$ cat config.mk
export PLATFORM = sky130hd
export DESIGN_NAME = uart_rx_ctrl
export DESIGN_NICKNAME = d
export VERILOG_FILES = /design/src/rtl/uart_pkg.sv /design/src/rtl/uart_sync_fifo.sv /design/src/rtl/uart_rx_ctrl.sv
export SDC_FILE = /design/constraint.sdc
export NUM_CORES = 1
export LEC_CHECK = 0
export CORE_ASPECT_RATIO = 1.75
export CORE_UTILIZATION = 55
export CTS_CLUSTER_SIZE = 24
export DETAILED_ROUTE_END_ITERATION = 8
export PLACE_DENSITY = 0.85
export SYNTH_ARGS = -nofsm -noshare
export SYNTH_HDL_FRONTEND = slang
export SYNTH_SLANG_ARGS = --single-unit
$ cat constraint.sdc
create_clock -name rx_clk -period 8.4 [get_ports rx_clk]
set_input_delay 1.26 -clock rx_clk [delete_from_list [all_inputs] [get_ports rx_clk]]
set_output_delay 1.26 -clock rx_clk [all_outputs]
set_load 0.01 [all_outputs]
$ cat src/rtl/uart_pkg.sv
// Shared types and constants for the UART receive controller.
// Holds the frame FSM encoding and the error-counter width/saturation helper.
package uart_pkg;

    typedef enum logic [1:0] {
        IDLE    = 2'b00,
        BUSY    = 2'b01,
        CAPTURE = 2'b10
    } state_t;

    localparam int ERR_W = 8;
    localparam logic [ERR_W-1:0] ERR_MAX = '1;

    function automatic logic [ERR_W-1:0] sat_inc(
        input logic [ERR_W-1:0] v
    );
        return (v == ERR_MAX) ? v : v + ERR_W'(1);
    endfunction

endpackage

$ cat src/rtl/uart_sync_fifo.sv
// Synchronous FIFO with zero-latency head output and extra-MSB pointers.
// Ports: clk/rst_n, clear, push/push_data/wr_ok, pop, valid/head, full.
module uart_sync_fifo #(
    parameter int WIDTH = 9,
    parameter int DEPTH = 4
) (
    input  logic             clk,
    input  logic             rst_n,
    input  logic             clear,
    input  logic             push,
    input  logic [WIDTH-1:0] push_data,
    input  logic             pop,
    output logic             valid,
    output logic [WIDTH-1:0] head,
    output logic             full,
    output logic             wr_ok
);

    localparam int AW = $clog2(DEPTH);
    localparam logic [AW:0] ONE = (AW+1)'(1);

    logic [AW:0]      wr_ptr;
    logic [AW:0]      rd_ptr;
    logic [WIDTH-1:0] mem [DEPTH];
    logic             empty;
    logic             rd_ok;

    assign empty = (wr_ptr == rd_ptr);
    assign full  = (wr_ptr[AW] != rd_ptr[AW]) &&
                   (wr_ptr[AW-1:0] == rd_ptr[AW-1:0]);
    assign valid = !empty;

    // A pop on a full FIFO frees the slot the same cycle; an empty FIFO
    // never pops, so push+pop on empty is push-only.
    assign rd_ok = pop && !empty && !clear;
    assign wr_ok = push && (!full || rd_ok) && !clear;

    assign head = valid ? mem[rd_ptr[AW-1:0]] : '0;

    always_ff @(posedge clk or negedge rst_n) begin
        if (!rst_n) begin
            wr_ptr <= '0;
            rd_ptr <= '0;
        end else if (clear) begin
            wr_ptr <= '0;
            rd_ptr <= '0;
        end else begin
            if (wr_ok) wr_ptr <= wr_ptr + ONE;
            if (rd_ok) rd_ptr <= rd_ptr + ONE;
        end
    end

    always_ff @(posedge clk) begin
        if (wr_ok) mem[wr_ptr[AW-1:0]] <= push_data;
    end

endmodule

$ cat src/rtl/uart_rx_ctrl.sv
// UART receive controller: oversample tick generator, frame capture FSM,
// receive FIFO, sticky overflow and saturating error count.
// Ports: rx_clk/rx_reset, enable, div, sample_tick, rx_ready/rx_error/rx_data,
//        rd_valid/rd_data/rd_ready, overflow, err_count, clear.
module uart_rx_ctrl
    import uart_pkg::*;
#(
    parameter int WIDTH = 8,
    parameter int DEPTH = 4,
    parameter int DIV_W = 16
) (
    input  logic             rx_clk,
    input  logic             rx_reset,
    input  logic             enable,
    input  logic [DIV_W-1:0] div,
    output logic             sample_tick,
    input  logic             rx_ready,
    input  logic             rx_error,
    input  logic [WIDTH-1:0] rx_data,
    output logic             rd_valid,
    output logic [WIDTH:0]   rd_data,
    input  logic             rd_ready,
    output logic             overflow,
    output logic [ERR_W-1:0] err_count,
    input  logic             clear
);

    // ---------------- tick generator ----------------
    logic [DIV_W-1:0] cnt;
    logic [DIV_W-1:0] cnt_nxt;
    logic             tick_q;

    // >= rather than == so a shrunk divisor wraps on the next cycle.
    assign cnt_nxt = (cnt >= div) ? '0 : cnt + DIV_W'(1);

    always_ff @(posedge rx_clk or negedge rx_reset) begin
        if (!rx_reset) begin
            cnt    <= '0;
            tick_q <= 1'b0;
        end else if (!enable) begin
            cnt    <= '0;
            tick_q <= 1'b0;
        end else begin
            cnt    <= cnt_nxt;
            tick_q <= (cnt_nxt == div);
        end
    end

    assign sample_tick = tick_q && enable;

    // ---------------- frame FSM ----------------
    state_t         state;
    state_t         state_nxt;
    logic           rdy_q;
    logic           armed;
    logic           rise;
    logic           fall;
    logic           push;
    logic           cap_en;
    logic [WIDTH:0] cap_q;

    // armed blocks a rx_ready level that was already high across reset
    // from looking like a fresh rise.
    assign rise = rx_ready && !rdy_q && armed;
    assign fall = !rx_ready && rdy_q;

    always_ff @(posedge rx_clk or negedge rx_reset) begin
        if (!rx_reset) begin
            state <= IDLE;
            rdy_q <= 1'b0;
            armed <= 1'b0;
            cap_q <= '0;
        end else begin
            state <= enable ? state_nxt : IDLE;
            rdy_q <= rx_ready;
            if (!rx_ready) armed <= 1'b1;
            if (cap_en) cap_q <= {rx_error, rx_data};
        end
    end

    always_comb begin
        state_nxt = state;
        unique case (state)
            IDLE:    if (rise) state_nxt = BUSY;
            BUSY:    if (fall) state_nxt = CAPTURE;
            CAPTURE: state_nxt = IDLE;
            default: state_nxt = IDLE;
        endcase
    end

    always_comb begin
        push   = (state == CAPTURE) && enable;
        cap_en = (state == BUSY) && fall;
    end

    // ---------------- FIFO and status ----------------
    logic wr_ok;
    logic full;

    uart_sync_fifo #(
        .WIDTH (WIDTH + 1),
        .DEPTH (DEPTH)
    ) u_fifo (
        .clk       (rx_clk),
        .rst_n     (rx_reset),
        .clear     (clear),
        .push      (push),
        .push_data (cap_q),
        .pop       (rd_ready),
        .valid     (rd_valid),
        .head      (rd_data),
        .full      (full),
        .wr_ok     (wr_ok)
    );

    always_ff @(posedge rx_clk or negedge rx_reset) begin
        if (!rx_reset) begin
            overflow  <= 1'b0;
            err_count <= '0;
        end else if (clear) begin
            overflow  <= 1'b0;
            err_count <= '0;
        end else begin
            if (push && !wr_ok && full) overflow <= 1'b1;
            if (wr_ok && cap_q[WIDTH]) err_count <= sat_inc(err_count);
        end
    end

endmodule

# Word-level counts from Yosys, hierarchy flattened

Memories as Yosys holds them, arrays and structs flattened.
Index checks and enable logic that the tools add are counted.
Widths: inputs -> output; s select.

Output and inout port bits: 20
Input port bits: 31
Register bits: 45
ROM bits: 0
Bits in latches: 0
Memories: 1
Logic and storage cells: 73
RAM bits: 36

Memories:

| memory     | words | width | read ports | clocked after memory_dff | write ports | RTL line             | source |
|---|---|---|---|---|---|---|---|
| u_fifo.mem | 4     | 9     | 1          | 0                        | 1           | uart_sync_fifo.sv:24 | `logic [WIDTH-1:0] mem [DEPTH];` |

Add/sub/neg operators: 4
Bitwise operators: 0
Divide/modulo/power cells: 0
$mul: 0
Shift operators: 0
Multiplexer cells: 19
Eq/ne operators: 10
$lt $le $gt $ge: 1
Reductions and logical operators: 28

Operators by type and width:

| operator              | count |
|---|---|
| $mux 16               | 2 |
| $mux 8                | 3 |
| $add 16x1->16 const B | 1 |
| $eq 16x16->1          | 1 |
| $ge 16x16->1          | 1 |
| $logic_and 1x1->1     | 14 |
| $mux 3                | 4 |
| $mux 9                | 1 |
| $add 8x1->8 const B   | 1 |
| $eq 8x8->1 const B    | 1 |
| $reduce_bool 2->1     | 4 |
| $add 3x1->3 const B   | 2 |
| $logic_not 1->1       | 6 |
| $mux 2                | 3 |
| $ne 3x3->1 const B    | 2 |
| $mux 1                | 5 |
| $pmux 2 s2            | 1 |
| $reduce_and 2->1      | 2 |
| $eq 3x3->1            | 1 |
| $eq 2x1->1 const B    | 1 |
| $eq 2x2->1            | 1 |
| $eq 2x2->1 const B    | 1 |
| $logic_not 2->1       | 1 |
| $ne 2x2->1 const B    | 1 |
| 2 further kinds       | 2 |

# Logic depth before layout (Yosys ltp)

Depth after elaboration: 12
Gate-level depth with buffers: 10
Gate-level depth less buffers: 9

# Cells and area by module

From an unflattened synthesis, not the netlist that was laid out.

Cell total of the unflattened synthesis: 386
Area, all modules: 4499.3 sq um

By module, submodules not included:

| module         | instances | area each (sq um) | cells an instance | sequential area each (sq um) |
|---|---|---|---|---|
| uart_rx_ctrl   | 1         | 2610.0            | 275               | 975.9 |
| uart_sync_fifo | 1         | 1889.3            | 111               | 1231.2 |

# Worst setup path after synthesis

No wires, ideal clock.

Path type: input to register
Start point: in div[0]
End point: reg tick_q
Buffers on the path: 0
Required time: 8304 ps
Arrival: 3386 ps
Library setup time: 96 ps
Stages on the path: 8
Slack: 4918 ps
Path through: ha_1 > nand2b_1 > a2111oi_0 > o31ai_1 > a21o_1 > or4_1 > a32o_1 > nor4_2

Word-level cells in the longest chain between the ends: 4

Ends and longest elaborated chain:

| what                 | RTL line           | source |
|---|---|---|
| from (decl)          | uart_rx_ctrl.sv:15 | `input logic [DIV_W-1:0] div,` |
| $ge 16x16->1         | uart_rx_ctrl.sv:34 | `assign cnt_nxt = (cnt >= div) ? '0 : cnt + DIV_W'(1);` |
| $mux 16              | uart_rx_ctrl.sv:34 |  |
| $eq 16x16->1 *       | uart_rx_ctrl.sv:45 | `tick_q <= (cnt_nxt == div);` |
| $mux 1 *             | uart_rx_ctrl.sv:40 | `end else if (!enable) begin` |
| to (signal assigned) | uart_rx_ctrl.sv:45 |  |
| to (decl)            | uart_rx_ctrl.sv:31 | `logic tick_q;` |

Every way passes the cells marked *; elsewhere a longest branch is shown, timed or not.
A chain may end at the register's enable or synchronous reset.

# Worst setup path after layout

Start point: in div[0]
End point: reg cnt[15]

Word-level cells in the longest chain between the ends: 3

Ends and longest elaborated chain:

| what                 | RTL line           | source |
|---|---|---|
| $ge 16x16->1         | uart_rx_ctrl.sv:34 |  |
| $mux 16              | uart_rx_ctrl.sv:34 |  |
| $mux 16              | uart_rx_ctrl.sv:40 |  |
| to (signal assigned) | uart_rx_ctrl.sv:44 | `cnt <= cnt_nxt;` |
| to (decl)            | uart_rx_ctrl.sv:29 | `logic [DIV_W-1:0] cnt;` |

No other way between the ends.

==> metrics.md <==
| Metric | Value |
|---|---|
| Layout Cell Area excl Fill | 0.00520 mm2 |
| Top cell type's share of synthesized area | 0.261 |
| DR vias | 3170 |
| Critical path class | input port to flop |
| Top FF cell, synth | dfrtp_1 |
| EDFF count, synth | 36 |
| Cell taking the most area after synthesis | dfrtp_1 |
| # Post-CTS Setup Buffers | 0 |
| Vias in the first global route | 3266 |
| Post-Synth Adder-Cell Area | 0.0667 |
| Core area | 0.00757 mm2 |
| RSZ-0062 raised after global routing | no |
| Largest net degree at the start of global routing | 46 |
| Final GP Congestion | 0.904 |
| Slew Limit Headroom | 0.287 |
| Post-synthesis mux area share | 0.0751 |
| Simple-gate share of the synthesized area | 0.163 |
| Crit start category | input port |
| Register share of total power | 0.494 |
| Setup TNS Final | 0 ns |
| Clock Path Buffers | 2 |
| PD cells | 180 mW/mm2 |
| VDD IR max | 104 uV |
| Mapped Cells | 371 |
| Share of cells above drive strength 1 | 0.0932 |
| Outcome | completed |
| Die extent in y | 119 um |
| Switching power total | 0.198 mW |
| Syn. warnings | 0 |
| CTS Buf Count | 9 |
| # rows | 42 |
| Final period util | 0.508 |
| Initial antenna violation count | 0 |
| Reg area | 0.00221 mm2 |
| Fmax | 0.234 GHz |
| FF+latch count, synth | 81 |
| Yosys cell types | 55 |
| Fin nets | 478 |
| DRT iter0 DRCs | 200 |
| Synthesized net count | 425 |
| DPL Wire Length | 7110 um |
| GRT Overall Usage | 0.261 |
| Clk slew on worst S/H paths | 0.06 ns |
| CP Capture Type | flop |
| Port bufs | 50 |
| Area of placed instances | 0.00489 mm2 |
| PostCTS Resize Cnt | 0 |
| DR WL/cell | 18.8 um |
| Critical Path RT | 8.64 ns |
| Slew Limit Fails | 0 |
| Worst Skew | 0.00394 ns |
| Slew @ Worst Pin | 1.07 ns |
| Routed vias/inst | 6.13 |
| Compound-Gate Fraction of Synth Area | 0.0835 |
| TritonCTS clock tree | yes |
| Hold_buf cts | 0 |
| Endpoints failing setup | 0 |
| Main combinational cell family by area after synthesis | simple AND/OR/NAND/NOR gates |
| Post-synthesis xor/xnor area fraction | 0.0713 |
| Syn Area/Cell | 11.6 um2 |
| Crit path max fanout | 15 |
| GR Overflow Total | 0 |
| First-pass GRT wire length | 15500 um |
| Die area | 0.00822 mm2 |
| Tot Pwr | 0.936 mW |
| Non-filler cells, final | 517 |
| Int Pwr | 0.739 mW |
| Sink Count | 81 |
| Hold crit path type | flop to flop |
| Inst Count DP | 501 |
| Drt pass-1 iters | 5 |
| Area grow syn2layout | 20.4% |
| Leak | 2.14 nW |
| IO Pins | 51 |
| Final Hold Viols | 0 |
| Max-cap viol count | 0 |
| Routed Wire Length | 9700 um |
| Final min period | 4.27 ns |
| Antenna Nets Post-Route | 0 |
| Seq/Total Area, Yosys | 0.511 |
| Initial core utilization | 0.570 |
| DRC violations left | 0 |
| Post-synth ARST share | 0.556 |
| Worst EP arrival | 4.51 ns |
| Fillers | 561 |
| Die width | 69.0 um |
| Sw frac | 0.211 |
| Comb pwr share | 0.073 |
| Ant. Diodes | 0 |
| Area contributors post-synth | dfrtp_1 26%, edfxtp_1 25%, ha_1 6.7% |
| Multi-input logic area | 0.00198 mm2 |
| Worst skew pair latency | 0.33 ns |
| Mapped Area | 0.00432 mm2 |
| H-tree depth | 3 |
| Root Buffer | clkbuf_16 |
| Power share of the clock group | 0.433 |
final cells by class:
cell class,count,share of cell area
sequential,81,0.425
multi-input combinational,257,0.382
timing repair buffer,50,0.0953
clock buffer,12,0.0455
tap,88,0.0212
inverter,25,0.0181
clock inverter,4,0.0135
path summary, 6_finish.rpt:
kind | slack, ns | depth (start not counted) | endpoint | from
setup / recovery | 4.13 | 8 | cnt[15] | div[0]
hold / removal | 0.46 | 1 | armed | armed
setup reg to reg | 5.02 | 8 | cnt[15] | cnt[0]
hold reg to reg | 0.46 | 1 | armed | armed
max in group asynchronous | 6.61 | 1 | rdy_q | rx_reset
min in group asynchronous | 1.12 | 1 | cnt[6] | rx_reset
sequential cells by signal, indices dropped and copies added, names as in the netlist:
signal and cells:
err_count 8, armed 1, u_fifo.mem 36, cap_q 9, tick_q 1, u_fifo.wr_ptr 3, rdy_q 1, overflow 1
cnt 16, u_fifo.rd_ptr 3, state 2
synthesized netlist by cell type (4+ instances only):
cell type	n
xnor2_1	17
mux2_2	9
clkbuf_1	6
dfrtp_1	45
and3_1	4
nand2b_1	6
a21oi_1	9
nor3_1	9
and2_1	14
o21a_1	4
nand4_1	7
nor4_1	5
edfxtp_1	36
a211oi_1	4
mux4_2	9
o21ai_0	4
nor2_1	41
nand2_1	16
nand3_1	14
ha_1	23
inv_1	25
xor2_1	13
placed cells by master (no fill, tap or decap), types with 4 or more instances in the layout:
cell type,count
mux4_2,9
o21a_1,4
nand2_1,16
clkbuf_16,9
nand4_1,7
o21ai_0,4
nor3_1,9
dfrtp_1,45
nor4_1,5
nand2b_1,6
nand3_1,14
a211oi_1,4
inv_1,25
edfxtp_1,36
and3_1,4
nor2_1,41
clkdlybuf4s50_1,49
xnor2_1,17
xor2_1,13
mux2_2,9
and2_1,14
a21oi_1,9
ha_1,23
routing by layer:
layer | vias to the layer above | GRT usage | routed length, um
met5 | - | 0 | 0
met4 | 0 | 0.154 | 455
met3 | 37 | 0.0508 | 459
met2 | 120 | 0.459 | 5350
met1 | 1546 | 0.270 | 3430
li1 | 1467 | - | -
power by group through the flow:
stage / clock [mW] / sequential [mW] / combinational, mW
final: 0.405 / 0.462 / 0.0687
after floorplan: 0 / 0.463 / 0.0372
after global placement: 0 / 0.467 / 0.0654
after detailed placement: 0 / 0.470 / 0.0679
after global routing: 0.426 / 0.466 / 0.0750
after CTS: 0.411 / 0.463 / 0.0689
cell families (layout without fill, tap and decap cells):
logic type               count (synthesis)  count (layout)
AO/OA/AOI/OAI                           48              48
XOR/XNOR                                32              32
adder cells (fa/ha/maj)                 23              23
buffers and inverters                   33              91
flip-flops                              81              81
multiplexers                            20              20
AND/OR/NAND/NOR                        134             134
worst max-delay path, stage by stage:
cell,delay [ns]
clkdlybuf4s50_1,0.53
ha_1,0.24
nand2b_1,0.13
a2111oi_0,0.50
o31ai_1,0.28
a21oi_1,0.71
nand2_1,0.59
a21oi_1,0.27
per-stage QoR:
stage,hold WS [ns],setup slack (ns),util
5_1_grt,0.470,3.79,0.687
2_1_floorplan,0.426,4.92,-
6_report,0.459,4.13,0.687
4_1_cts,0.461,4.16,0.687
3_3_place_gp,0.442,3.91,0.646
3_5_place_dp,0.445,3.81,0.646
(Power assumes the default switching activity.)
